==> src/rtl/hue_fade_pkg.sv <==
// Shared types for the hue fader: channel ramp modes, hue segments and the
// segment-to-mode table.
package hue_fade_pkg;

    typedef enum logic [1:0] {HOLD_HIGH, HOLD_LOW, RAMP_UP, RAMP_DOWN} ch_mode_t;
    typedef enum logic [2:0] {SEG0, SEG1, SEG2, SEG3, SEG4, SEG5} seg_t;

    localparam int NUM_SEG = 6;

    typedef struct packed {
        ch_mode_t b;
        ch_mode_t g;
        ch_mode_t r;
    } seg_modes_t;

    // Mode names describe the forward direction; reverse swaps the ramp formulas.
    function automatic seg_modes_t seg_modes(input seg_t seg);
        seg_modes_t m;
        case (seg)
            SEG0:    m = '{b: HOLD_LOW,  g: RAMP_UP,   r: HOLD_HIGH};
            SEG1:    m = '{b: HOLD_LOW,  g: HOLD_HIGH, r: RAMP_DOWN};
            SEG2:    m = '{b: RAMP_UP,   g: HOLD_HIGH, r: HOLD_LOW};
            SEG3:    m = '{b: HOLD_HIGH, g: RAMP_DOWN, r: HOLD_LOW};
            SEG4:    m = '{b: HOLD_HIGH, g: HOLD_LOW,  r: RAMP_UP};
            SEG5:    m = '{b: RAMP_DOWN, g: HOLD_LOW,  r: HOLD_HIGH};
            default: m = '{b: HOLD_LOW,  g: HOLD_LOW,  r: HOLD_LOW};
        endcase
        return m;
    endfunction

    function automatic seg_t seg_step(input seg_t seg, input logic rev);
        seg_t nxt;
        if (rev) nxt = (seg == SEG0) ? SEG5 : seg_t'(seg - 3'd1);
        else     nxt = (seg == SEG5) ? SEG0 : seg_t'(seg + 3'd1);
        return nxt;
    endfunction

endpackage

==> src/rtl/hue_fade_pwm_channel.sv <==
// One PWM pad: latches its duty at the period boundary and drives a registered,
// polarity-adjusted pad from the shared counter.
module pwm_channel #(
    parameter int PWM_INTERVAL = 1200,
    parameter bit ACTIVE_LOW   = 1'b1,
    localparam int DW = $clog2(PWM_INTERVAL + 1),
    localparam int CW = $clog2(PWM_INTERVAL)
) (
    input  logic          clk,
    input  logic          rst_n,
    input  logic [CW-1:0] pwm_cnt,
    input  logic          period_end,
    input  logic [DW-1:0] duty_next,
    output logic          pad
);

    logic [DW-1:0] duty_reg;

    // duty_reg only moves on the last count, so every period uses one duty.
    always_ff @(posedge clk or negedge rst_n) begin
        if (!rst_n) begin
            duty_reg <= '0;
            pad      <= ACTIVE_LOW;
        end else begin
            if (period_end) duty_reg <= duty_next;
            pad <= (DW'(pwm_cnt) < duty_reg) ^ ACTIVE_LOW;
        end
    end

endmodule

==> src/rtl/hue_fade_pwm.sv <==
// Three-channel hue-wheel fader with PWM pads. Optional HUE_FADE_DIM_EN adds a
// dim[1:0] input that right-shifts every duty.
module hue_fade_pwm
    import hue_fade_pkg::*;
#(
    parameter int PWM_INTERVAL = 1200,
    parameter int STEP         = 12,
    parameter bit ACTIVE_LOW   = 1'b1
) (
    input  logic       clk,
    input  logic       rst_n,
    input  logic       en,
    input  logic       dir,
`ifdef HUE_FADE_DIM_EN
    input  logic [1:0] dim,
`endif
    output logic [2:0] pwm_out,
    output logic [2:0] segment,
    output logic       cycle_done
);

    localparam int DW = $clog2(PWM_INTERVAL + 1);
    localparam int CW = $clog2(PWM_INTERVAL);
    localparam logic [CW-1:0] CNT_MAX = CW'(PWM_INTERVAL - 1);
    localparam logic [DW-1:0] FULL    = DW'(PWM_INTERVAL);
    localparam logic [DW:0]   STEP_W  = (DW+1)'(STEP);
    localparam logic [DW:0]   LIMIT_W = (DW+1)'(PWM_INTERVAL);

    if (STEP < 1 || STEP > PWM_INTERVAL) begin : g_step_chk
        $error("hue_fade_pwm: STEP must be within 1..PWM_INTERVAL");
    end

    logic [CW-1:0]        pwm_cnt;
    logic                 period_end;
    seg_t                 seg, seg_next;
    logic [DW-1:0]        ramp, ramp_next;
    logic [DW:0]          ramp_sum;
    logic                 done_next;
    seg_modes_t           modes;
    logic [2:0][DW-1:0]   duty, duty_next;

    function automatic logic [DW-1:0] duty_of(input ch_mode_t m, input logic [DW-1:0] r,
                                              input logic rev);
        logic [DW-1:0] d;
        case (m)
            HOLD_HIGH: d = FULL;
            RAMP_UP:   d = rev ? FULL - r : r;
            RAMP_DOWN: d = rev ? r : FULL - r;
            default:   d = '0;
        endcase
        return d;
    endfunction

    assign period_end = (pwm_cnt == CNT_MAX);
    assign ramp_sum   = {1'b0, ramp} + STEP_W;
    assign segment    = seg;

    always_ff @(posedge clk or negedge rst_n) begin
        if (!rst_n) pwm_cnt <= '0;
        else        pwm_cnt <= period_end ? '0 : pwm_cnt + CW'(1);
    end

    always_ff @(posedge clk or negedge rst_n) begin
        if (!rst_n) begin
            seg        <= SEG0;
            ramp       <= '0;
            cycle_done <= 1'b0;
        end else begin
            seg        <= seg_next;
            ramp       <= ramp_next;
            cycle_done <= done_next;
        end
    end

    // en and dir only matter on the last count of a period.
    always_comb begin
        seg_next  = seg;
        ramp_next = ramp;
        done_next = 1'b0;
        if (period_end && en) begin
            if (ramp_sum >= LIMIT_W) begin
                ramp_next = '0;
                seg_next  = seg_step(seg, dir);
                done_next = dir ? (seg == SEG0) : (seg == SEG5);
            end else begin
                ramp_next = ramp_sum[DW-1:0];
            end
        end
    end

    always_comb begin
        modes   = seg_modes(seg);
        duty[0] = duty_of(modes.r, ramp, dir);
        duty[1] = duty_of(modes.g, ramp, dir);
        duty[2] = duty_of(modes.b, ramp, dir);
    end

    for (genvar i = 0; i < 3; i++) begin : g_ch
`ifdef HUE_FADE_DIM_EN
        assign duty_next[i] = duty[i] >> dim;
`else
        assign duty_next[i] = duty[i];
`endif
        pwm_channel #(
            .PWM_INTERVAL (PWM_INTERVAL),
            .ACTIVE_LOW   (ACTIVE_LOW)
        ) u_ch (
            .clk        (clk),
            .rst_n      (rst_n),
            .pwm_cnt    (pwm_cnt),
            .period_end (period_end),
            .duty_next  (duty_next[i]),
            .pad        (pwm_out[i])
        );
    end

endmodule

==> config.mk <==
export PLATFORM = sky130hd
export DESIGN_NAME = hue_fade_pwm
export DESIGN_NICKNAME = d
export VERILOG_FILES = /design/src/rtl/hue_fade_pkg.sv /design/src/rtl/hue_fade_pwm_channel.sv /design/src/rtl/hue_fade_pwm.sv
export SDC_FILE = /design/constraint.sdc
export NUM_CORES = 1
export LEC_CHECK = 0
export ABC_AREA = 1
export BUFFER_PORTS_ARGS = -buffer_cell sky130_fd_sc_hd__buf_4
export CAP_MARGIN = 15
export CORE_ASPECT_RATIO = 0.7
export CORE_MARGIN = 2
export CORE_UTILIZATION = 63
export DETAILED_ROUTE_END_ITERATION = 7
export PLACE_DENSITY_LB_ADDON = 0.05
export SLEW_MARGIN = 20
export SYNTH_ARGS = -nofsm -noshare
export SYNTH_HDL_FRONTEND = slang
export SYNTH_SLANG_ARGS = --single-unit
==> constraint.sdc <==
create_clock -name clk -period 4.2 [get_ports clk]
set_input_delay 1.26 -clock clk [delete_from_list [all_inputs] [get_ports clk]]
set_output_delay 1.26 -clock clk [all_outputs]
set_load 0.005 [all_outputs]
==> run summary <==
period utilisation layout = 0.593
global-route wire length before repair = 16500 µm
skew final = 0.00918 ns
1st-pass router iterations = 6
worst relative slew slack = 0.492
Final ANT Viol Nets = 0
share of cells above drive strength 1 = 0.100
Final Setup Violations = 0
grt ovf = 0
clock root cell = clkbuf_8
Min-Delay Startpoint = g_ch[2].u_ch.duty_reg[1]$_DFFE_PN0N_
Clock Sinks = 60
max reg flops = 33
crit-path max cell delay = 0.59 ns
largest net degree at the start of global routing = 61
Max Fclk = 401 MHz
routed length per placed instance = 14.8 µm
Total Wirelength = 9610 µm
port bufs = 10
clock latency at the later pin of the worst-skew pair = 0.36 ns
cell mode on critical path = inv_1
P_leak = 2.45 nW
Mapped Cells = 559
RSZ-0062 raised after global routing = false
Worst setup EP type = register
die height = 71.9 µm
initial antenna violation count = 0
hold path cells = 2
Starting Density = 0.658
Max-cap violations = 0
Sequential Power Share = 0.457
1st-iter DRT viols = 278
Longest Clk Path Bufs = 2
Slew Limit Fails = 0
area grow syn2layout = 7.06%
Core Area = 6310 µm²
Setup TNS = 0 ns
routed vias/inst = 5.66
sequential fraction of the synthesis area = 0.363
Min-Delay Path Class = register to register
Worst path slowest cell = inv_1
R2R setup slack = 1.71 ns
Psw = 344 µW
Final Hold Fails = 0
Cell Area, Synth = 4150 µm²
GPL Wtd Cong = 0.868
CTS resizes = 0
GR Util All Layers = 0.294
Final min period = 2.49 ns
Clock Power Share = 0.471
internal power = 946 µW
worst r2r dst = g_ch[2].u_ch.duty_reg[7]$_DFFE_PN0N_
hold buffers post-CTS = 0
IO Pins = 11
# diodes = 0
Async SR Flop Fraction = 1.00
HPWL Detailed = 7100 µm
total power = 1.29 mW
Hold Path Sink = g_ch[2].u_ch.duty_reg[1]$_DFFE_PN0N_
VDD IR max = 0.000199 V
Sw Ratio = 0.267
nets@finish = 602
Comb power frac = 0.072
Critical Path Start Type = register
DIE WIDTH = 101 µm
number of remaining DRC errors = 0
reg2reg start = pwm_cnt[1]$_DFF_PN0_
die area = 7260 µm²
total number of vias = 3664
main flop type after synthesis = dfrtp_1
status = completed
Yosys cell types = 37
synthesized net count = 597
Tightest Pin Transition = 0.762 ns
H-tree depth = 3
vias in the first global route = 3428
post-synthesis register bit count = 60
pwr/cell area = 291 nW/µm²
CTS tree = built
Arrival @ worst endpoint = 2.73 ns
r2r worst-path depth = 11
clk slew on worst S/H paths = 0.08 ns
crit path cell chain = ha_1 > nand3_1 > inv_1 > nand2_1 > buf_4 > inv_1 > o21ai_1 > inv_1 > nand3_1 > o21ai_1 > inv_1
CP Max Fanout = 35
Setup CP Type = register to register
Yosys warning total = 0
EDFF count, synth = 0
site row count = 24
Mapped Avg Cell Area = 7.42 µm²
number of buffers created by CTS = 9
Post-CTS Setup Bufs = 0
worst path required time = 4.44 ns
cell usage after synthesis (3+ instances only):
cell / n / area, µm²
nand2_1: 158 / 593
clkbuf_1: 5 / 18.8
nor2_1: 21 / 78.8
o21ai_1: 6 / 30.0
buf_2: 3 / 15.0
a22oi_1: 5 / 37.5
nand3_2: 4 / 40.0
dfrtp_1: 57 / 1430
inv_2: 3 / 11.3
nor2_2: 5 / 31.3
ha_1: 34 / 425
dfstp_2: 3 / 78.8
a21oi_1: 24 / 120
o2111ai_1: 3 / 26.3
nand4_1: 8 / 50.1
xor2_1: 6 / 52.6
o22ai_2: 7 / 87.6
buf_4: 6 / 45.0
o21ai_0: 26 / 130
inv_1: 87 / 327
nand3_1: 65 / 325
power by group through the flow:
stage / combinational, mW / sequential [mW] / clock (mW)
after floorplan: 0.0722 / 0.596 / 0
after global placement: 0.0895 / 0.601 / 0
after detailed placement: 0.0916 / 0.601 / 0
after CTS: 0.0924 / 0.589 / 0.609
after global routing: 0.105 / 0.590 / 0.642
final: 0.0932 / 0.590 / 0.608
how the worst max path moves through the flow:
stage	endpoint	startpoint	slack (ns)
3_3_place_gp	g_ch[1].u_ch.duty_reg[5]$_DFFE_PN0N_	dir	1.74
3_5_place_dp	g_ch[0].u_ch.duty_reg[5]$_DFFE_PN0N_	dir	1.70
2_1_floorplan	g_ch[1].u_ch.duty_reg[7]$_DFFE_PN0N_	dir	1.98
4_1_cts	g_ch[2].u_ch.duty_reg[7]$_DFFE_PN0N_	pwm_cnt[1]$_DFF_PN0_	1.76
5_1_grt	g_ch[2].u_ch.duty_reg[7]$_DFFE_PN0N_	pwm_cnt[1]$_DFF_PN0_	1.49
6_report	g_ch[2].u_ch.duty_reg[7]$_DFFE_PN0N_	pwm_cnt[1]$_DFF_PN0_	1.71
through the flow:
stage	util	hold WS [ns]	instance area, µm²	std cells	worst slack [ns]
final	0.704	0.473	4440	647	1.71
after global routing	0.704	0.503	4440	647	1.49
after CTS	0.704	0.477	4440	647	1.76
after detailed placement	0.669	0.457	4220	631	1.70
after global placement	0.669	0.450	4220	631	1.74
after floorplan	-	0.436	4150	559	1.98
metal layers:
metal / global-route usage / share of wire / vias to the layer above
met3: 0.0751 / 0.077 / 16
met2: 0.412 / 0.40 / 130
met4: 0.0796 / 0.014 / 0
met1: 0.450 / 0.51 / 1695
met5: 0 / 0 / -
li1: - / - / 1823
final cells by class:
type,instances,area [µm²]
Inverter,90,338
Multi-Input combinational cell,391,2190
Clock buffer,9,124
Timing Repair Buffer,12,90.1
Fill cell,521,1870
Sequential cell,60,1510
Tap cell,78,97.6
Clock inverter,7,100
cells by family after synthesis:
family | count (synthesis) | synth area share
AO/OA/AOI/OAI | 80 | 0.120
XOR/XNOR | 8 | 0.0169
adder cells (fa/ha/maj) | 34 | 0.103
buffers and inverters | 108 | 0.110
flip-flops | 60 | 0.363
AND/OR/NAND/NOR | 269 | 0.287
layout by cell type, fill, tap and decap left out, drive strengths merged, types with 9 or more instances in the layout:
| cell type | count |
|---|---|
| nand3 | 69 |
| o21ai | 34 |
| nand2 | 161 |
| ha | 34 |
| inv | 91 |
| a21oi | 24 |
| o22ai | 9 |
| buf | 12 |
| clkbuf | 9 |
| dfrtp | 57 |
| nor2 | 28 |
worst max-delay path, delay by kind of cell (launching register included):
family | cells | cell delay [ns]
AOI/OAI and AO/OA | 2 | 0.34
DFF | 1 | 0.43
adders and majority gates | 1 | 0.21
buffers and inverters | 5 | 1.14
and+or+nand+nor | 3 | 0.25
(Power assumes the default switching activity.)
